<file path="src/rtl/univ_shift_reg_pkg.sv">
// -----------------------------------------------------------------------------
// usr_pkg
// Shared definitions for the universal shift register:
//   - 3-bit mode constants selecting the register operation
//   - is_shift_mode(): 1 for the five modes that advance the shift counter
// -----------------------------------------------------------------------------
package usr_pkg;

   localparam logic [2:0] MODE_HOLD = 3'b000;
   localparam logic [2:0] MODE_SHL  = 3'b001;
   localparam logic [2:0] MODE_SHR  = 3'b010;
   localparam logic [2:0] MODE_ROL  = 3'b011;
   localparam logic [2:0] MODE_ROR  = 3'b100;
   localparam logic [2:0] MODE_LOAD = 3'b101;
   localparam logic [2:0] MODE_ASR  = 3'b110;
   localparam logic [2:0] MODE_CLR  = 3'b111;

   // Shifts and rotates count; HOLD, LOAD and CLR do not.
   function automatic logic is_shift_mode(input logic [2:0] mode);
      return (mode == MODE_SHL) || (mode == MODE_SHR) || (mode == MODE_ROL) ||
             (mode == MODE_ROR) || (mode == MODE_ASR);
   endfunction

endpackage

</file>
<file path="src/rtl/univ_shift_reg_if.sv">
// -----------------------------------------------------------------------------
// univ_shift_reg_if
// Bundles the control and data signals of univ_shift_reg.
//   master : drives en, mode, d_par, sin_l, sin_r; observes q, sout_l,
//            sout_r, shift_cnt, done
//   slave  : the register block itself (opposite directions)
// Handshake: there is no ready; en acts as a per-cycle valid for the
// command (mode, d_par, sin_l, sin_r) and the block accepts it on every
// rising edge where en=1. Outputs are valid every cycle after reset.
// -----------------------------------------------------------------------------
interface univ_shift_reg_if #(
   parameter int WIDTH = 8
);
   localparam int CW = $clog2(WIDTH + 1);

   logic             en;
   logic [2:0]       mode;
   logic [WIDTH-1:0] d_par;
   logic             sin_l;
   logic             sin_r;
   logic [WIDTH-1:0] q;
   logic             sout_l;
   logic             sout_r;
   logic [CW-1:0]    shift_cnt;
   logic             done;

   modport master (
      output en, mode, d_par, sin_l, sin_r,
      input  q, sout_l, sout_r, shift_cnt, done
   );

   modport slave (
      input  en, mode, d_par, sin_l, sin_r,
      output q, sout_l, sout_r, shift_cnt, done
   );

endinterface

</file>
<file path="src/rtl/univ_shift_reg_sat_counter.sv">
// -----------------------------------------------------------------------------
// sat_counter
// Up-counter with synchronous reset/clear, increment enable and saturation.
//   clk    : rising-edge clock
//   rst    : synchronous active-high reset (count -> 0)
//   clr    : synchronous clear (count -> 0)
//   inc    : increment request; ignored once the count equals MAX
//   cnt    : current count
//   at_max : high while cnt == MAX
// -----------------------------------------------------------------------------
module sat_counter #(
   parameter int MAX = 8,
   parameter int W   = $clog2(MAX + 1)
) (
   input  logic         clk,
   input  logic         rst,
   input  logic         clr,
   input  logic         inc,
   output logic [W-1:0] cnt,
   output logic         at_max
);

   localparam logic [W-1:0] MAX_V = W'(MAX);

   always_ff @(posedge clk) begin
      if (rst || clr) begin
         cnt <= '0;
      end else if (inc && (cnt != MAX_V)) begin
         cnt <= cnt + 1'b1;
      end
   end

   assign at_max = (cnt == MAX_V);

endmodule

</file>
<file path="src/rtl/univ_shift_reg.sv">
// -----------------------------------------------------------------------------
// univ_shift_reg
// WIDTH-bit register with clock enable, synchronous reset and eight modes
// (hold, shl, shr, rol, ror, load, asr, clr), plus a saturating shift counter
// so the block can serialise or deserialise a word.
//   clk : rising-edge clock
//   rst : synchronous active-high reset; q <= RESET_VAL, count <= 0
//   bus : univ_shift_reg_if slave -- en, mode, d_par, sin_l, sin_r in;
//         q, sout_l (MSB), sout_r (LSB), shift_cnt, done out
// -----------------------------------------------------------------------------
module univ_shift_reg
   import usr_pkg::*;
#(
   parameter int               WIDTH     = 8,
   parameter logic [WIDTH-1:0] RESET_VAL = '0
) (
   input  logic               clk,
   input  logic               rst,
   univ_shift_reg_if.slave    bus
);

   localparam int CW = $clog2(WIDTH + 1);

   logic [WIDTH-1:0] q_r;
   logic [CW-1:0]    cnt;
   logic             cnt_max;
   logic             cnt_clr;
   logic             cnt_inc;

   always_ff @(posedge clk) begin
      if (rst) begin
         q_r <= RESET_VAL;
      end else if (bus.en) begin
         case (bus.mode)
            MODE_SHL:  q_r <= {q_r[WIDTH-2:0], bus.sin_r};
            MODE_SHR:  q_r <= {bus.sin_l, q_r[WIDTH-1:1]};
            MODE_ROL:  q_r <= {q_r[WIDTH-2:0], q_r[WIDTH-1]};
            MODE_ROR:  q_r <= {q_r[0], q_r[WIDTH-1:1]};
            MODE_LOAD: q_r <= bus.d_par;
            MODE_ASR:  q_r <= {q_r[WIDTH-1], q_r[WIDTH-1:1]};
            MODE_CLR:  q_r <= '0;  // zero, deliberately not RESET_VAL
            default:   q_r <= q_r; // MODE_HOLD
         endcase
      end
   end

   // LOAD and CLR restart the count on the same edge that writes q.
   assign cnt_clr = bus.en && ((bus.mode == MODE_LOAD) || (bus.mode == MODE_CLR));
   assign cnt_inc = bus.en && is_shift_mode(bus.mode);

   sat_counter #(
      .MAX (WIDTH),
      .W   (CW)
   ) u_cnt (
      .clk    (clk),
      .rst    (rst),
      .clr    (cnt_clr),
      .inc    (cnt_inc),
      .cnt    (cnt),
      .at_max (cnt_max)
   );

   assign bus.q         = q_r;
   assign bus.sout_l    = q_r[WIDTH-1];
   assign bus.sout_r    = q_r[0];
   assign bus.shift_cnt = cnt;
   assign bus.done      = cnt_max;

endmodule

</file>
<file path="src/flat_wrapper.sv">
// flat-port wrapper written by rule: the top's interface ports become plain ports
module univ_shift_reg_flat import usr_pkg::*;
#(
   parameter int               WIDTH     = 8,
   parameter logic [WIDTH-1:0] RESET_VAL = '0
)
  (clk, rst, bus_en, bus_mode, bus_d_par, bus_sin_l, bus_sin_r, bus_q, bus_sout_l, bus_sout_r, bus_shift_cnt, bus_done);
  univ_shift_reg_if #(.WIDTH(WIDTH)) bus_i ();
  input  logic clk;
  input  logic rst;
  input wire logic [$bits(bus_i.en)-1:0] bus_en;
  input wire logic [$bits(bus_i.mode)-1:0] bus_mode;
  input wire logic [$bits(bus_i.d_par)-1:0] bus_d_par;
  input wire logic [$bits(bus_i.sin_l)-1:0] bus_sin_l;
  input wire logic [$bits(bus_i.sin_r)-1:0] bus_sin_r;
  output wire logic [$bits(bus_i.q)-1:0] bus_q;
  output wire logic [$bits(bus_i.sout_l)-1:0] bus_sout_l;
  output wire logic [$bits(bus_i.sout_r)-1:0] bus_sout_r;
  output wire logic [$bits(bus_i.shift_cnt)-1:0] bus_shift_cnt;
  output wire logic [$bits(bus_i.done)-1:0] bus_done;
  assign bus_i.en = bus_en;
  assign bus_i.mode = bus_mode;
  assign bus_i.d_par = bus_d_par;
  assign bus_i.sin_l = bus_sin_l;
  assign bus_i.sin_r = bus_sin_r;
  assign bus_q = bus_i.q;
  assign bus_sout_l = bus_i.sout_l;
  assign bus_sout_r = bus_i.sout_r;
  assign bus_shift_cnt = bus_i.shift_cnt;
  assign bus_done = bus_i.done;
  univ_shift_reg #(.WIDTH(WIDTH), .RESET_VAL(RESET_VAL)) u_core (.clk(clk), .rst(rst), .bus(bus_i));
endmodule
</file>
<file path="config.mk">
export PLATFORM = sky130hd
export DESIGN_NAME = univ_shift_reg_flat
export DESIGN_NICKNAME = d
export VERILOG_FILES = /design/src/rtl/univ_shift_reg_pkg.sv /design/src/rtl/univ_shift_reg_if.sv /design/src/rtl/univ_shift_reg_sat_counter.sv /design/src/rtl/univ_shift_reg.sv /design/src/flat_wrapper.sv
export SDC_FILE = /design/constraint.sdc
export NUM_CORES = 1
export LEC_CHECK = 0
export BUFFER_PORTS_ARGS = -buffer_cell sky130_fd_sc_hd__buf_4
export CAP_MARGIN = 20
export CORE_MARGIN = 3
export CORE_UTILIZATION = 38
export DETAILED_ROUTE_END_ITERATION = 10
export PLACE_DENSITY = 0.65
export SYNTH_ARGS = -nofsm -noshare
export SYNTH_HDL_FRONTEND = slang
export SYNTH_SLANG_ARGS = --single-unit
export TNS_END_PERCENT = 10
</file>
<file path="constraint.sdc">
create_clock -name clk -period 1.5 [get_ports clk]
set_clock_uncertainty 0.1 [all_clocks]
set_input_delay 0.15 -clock clk [delete_from_list [all_inputs] [get_ports clk]]
set_output_delay 0.15 -clock clk [all_outputs]
set_load 0.005 [all_outputs]
</file>
==> impl_metrics.toml <==
[status]
status = "finished, violations left"
violations = "setup timing"

[worst_setup_path]
cp_top_family = "flip-flops"
critPathMaxStageDelay_ns = 0.35
critPathSlowestCell = "dfxtp_2"
r2r_setup_slack_ns = -0.02
worstPathArrival_ns = 1.59
r2r-start = "u_core.u_cnt.cnt[0]"
worst_ep_required_time_ns = 1.57
rr_worst_depth = 8
crit_fanout = 3
critPathBufInv = 3
cp-end-kind = "register"
crit_chain = "inv_2, ha_4, nand3b_1, buf_6, nand3_4, buf_4, o21ai_1, a21oi_2"
startpoint_type = "register"
regToRegEndpoint = "u_core.u_cnt.cnt[3]"
crit_type = "register to register"
cp_num_cells = 8

[finish]
final_nets = 146
final_layout_size_suffix_gt1_share_pct = 46.8
insertedDiodeCount = 0
final.fill_count = 160
area_delta_synth_final_pct = 52.1

[min_path]
whs_path_depth = 2
hold_start = "rst"
hp-class = "input port to register"
holdPathEnd = "u_core.bus.q[3]"

[logic_synthesis]
synth_edf_count = 0
synthArstFlopShare_pct = 0
yosys_warnings = 0
yosys.area.top_type_share_pct = 33.7
yosys.cell_count.top_type = "nor2_1"
synth.distinct_cells = 31
synth_area_leaders = "dfxtp_1 34%, a22oi_1 7.4%, a311oi_1 7.4%"
synth_area_um2 = 713
avgSynthCellArea_um2 = 8.29
synth_nets = 104
seq_area_frac_synth_pct = 33.7
synth_top_area_cell = "dfxtp_1"
ys_ff_latch = 12
synthTopCellsByCount = "13 x nor2_1, 12 x dfxtp_1, 8 x nand2_1, 7 x a22oi_1"
synth_flop_cell = "dfxtp_1"
synth_cells = 86

[floorplan]
die_area_mm2 = 0.00243
die_h_um = 49.3
io_pins = 31
start_util_pct = 40.9
coreArea_mm2 = 0.00175
rows = 15
fp.dieW_um = 49.3

[placement]
hpwl_um = 1420
place_congestion = 0.798
io_buffer_count = 30

[timing]
period_needed_ns = 1.52
setup_viol = 1
worst_slew_pin_slew_ns = 0.324
setup_tns_ns = -0.0159
hold_violations = 0
layout_setup_ws_ns = -0.0159
fin_crit_sh_pct = 101
max_freq_mhz = 660
slew_violations = 0
slew_headroom_pct = 78.4
rsz0062_at_grt = "true"

[flow_run]
maxCapViolCount = 0

[cts]
htree_levels = 1
cts_hold_buf = 0
cts_buffers = 3
cts_tree = "yes"
clock_latency_ns = 0.28
cts_sinks = 12
clk_transition_reported_paths_ns = 0.07
clockRootBuffer = "clkbuf_4"
clockBufferDepth = 2

[detailed_routing]
wl_per_cell_um = 14.2
remaining_drc_errors = 0
avgViaCountPerCell = 5.45
ant_nets = 0
drt-initial-drc-count = 22
wl_um = 2150
vias = 823
drt-pass1-iter-count = 4

[pwr]
ir_worst_vdd_v = 0.000484
leakagePower_nw = 0.477
total_power_mw = 0.788
powerDensity_mw_per_mm2 = 726

[global_route]
grt_pass1_wl_um = 3350
overflow = 0
grt.total_usage_pct = 17.6
antenna_found_initial = 0
grt_pass1_vias = 790
grt_max_degree = 15
layout by cell type (no fill, tap or decap), types with 2 or more instances in the layout:
cell type | Yosys | routed
a21boi_0 | 2 | 2
a21oi_1 | 3 | 2
a21oi_2 | 1 | 2
a22oi_1 | 7 | 7
a311oi_1 | 6 | 6
buf_4 | 3 | 41
buf_6 | 0 | 2
clkbuf_4 | 0 | 3
dfxtp_1 | 12 | 10
dfxtp_2 | 0 | 2
inv_1 | 6 | 3
inv_2 | 1 | 4
nand2_1 | 8 | 8
nor2_1 | 13 | 13
xor2_1 | 2 | 2
stage by stage:
step           area [um2]  std cells  hold slack (ns)  setup WS, ns  util, %
2_1_floorplan         714         86            0.209        0.0240        -
3_3_place_gp          980        141            0.309        0.0810     56.1
3_5_place_dp          980        141            0.313        0.0215     56.1
4_1_cts              1030        147           0.0214        0.0207     58.9
5_1_grt              1080        151           0.0319        -0.103     62.2
6_report             1080        151           0.0170       -0.0159     62.2
what timing repair did:
item / CTS / global route
gates resized for setup: 1 / 10
endpoints found under the setup margin: 1 / 5
cloned: 0 / 0
pin swaps: 0 / 3
setup buffers: 3 / 4
worst register-to-register path, stage by stage, from the launching register on:
cell and delay, ns:
dfxtp_2 0.35, inv_2 0.05, ha_4 0.15, nand3b_1 0.14, buf_6 0.12, nand3_4 0.05
buf_4 0.16, o21ai_1 0.21, a21oi_2 0.08
cell families (layout without fill, tap and decap cells):
logic type      count (synthesis)  after routing  share of synthesized area (%)
simple gates                   29             29                           20.4
compound gates                 26             26                           28.6
buf+inv                        13             53                           8.77
flops                          12             12                           33.7
xor+xnor                        3              3                           3.68
fa+ha+maj                       2              2                           3.51
mux                             1              1                           1.40
power breakdown:
group | switching [mW] | leakage (nW) | internal, mW
registers | 0.0219 | 0.0993 | 0.340
clock network | 0.112 | 0.0138 | 0.0934
logic | 0.0996 | 0.364 | 0.121
per-layer routing:
layer	vias to the layer above	share of wire (%)	global-route usage, %
li1	390	-	-
met1	385	41	22.6
met2	43	48	27.0
met3	5	9.1	3.67
met4	0	1.8	9.95
met5	-	0	0
flip-flops by register name, indices dropped and copies added, names as in the netlist:
signal,cells
u_core.bus.q,8
u_core.u_cnt.cnt,4
cell type report:
class	instances	area (um2)	share of cell area, %
clock buffer	3	22.5	2.08
inverter	7	26.3	2.42
multi-input combinational	61	432	39.8
sequential	12	243	22.4
tap	25	31.3	2.88
timing repair buffer	43	330	30.4
worst max-delay path by stage:
stage	start	end	slack, ns
after CTS	u_core.u_cnt.cnt[0]	u_core.u_cnt.cnt[3]	0.02
final	u_core.u_cnt.cnt[0]	u_core.u_cnt.cnt[3]	-0.02
after global routing	u_core.u_cnt.cnt[0]	u_core.u_cnt.cnt[3]	-0.10
after global placement	u_core.u_cnt.cnt[0]	u_core.u_cnt.cnt[3]	0.08
after floorplan	u_core.u_cnt.cnt[1]	u_core.u_cnt.cnt[3]	0.02
after detailed placement	u_core.u_cnt.cnt[0]	u_core.u_cnt.cnt[3]	0.02
No activity file was read; power rests on OpenSTA's default activity.
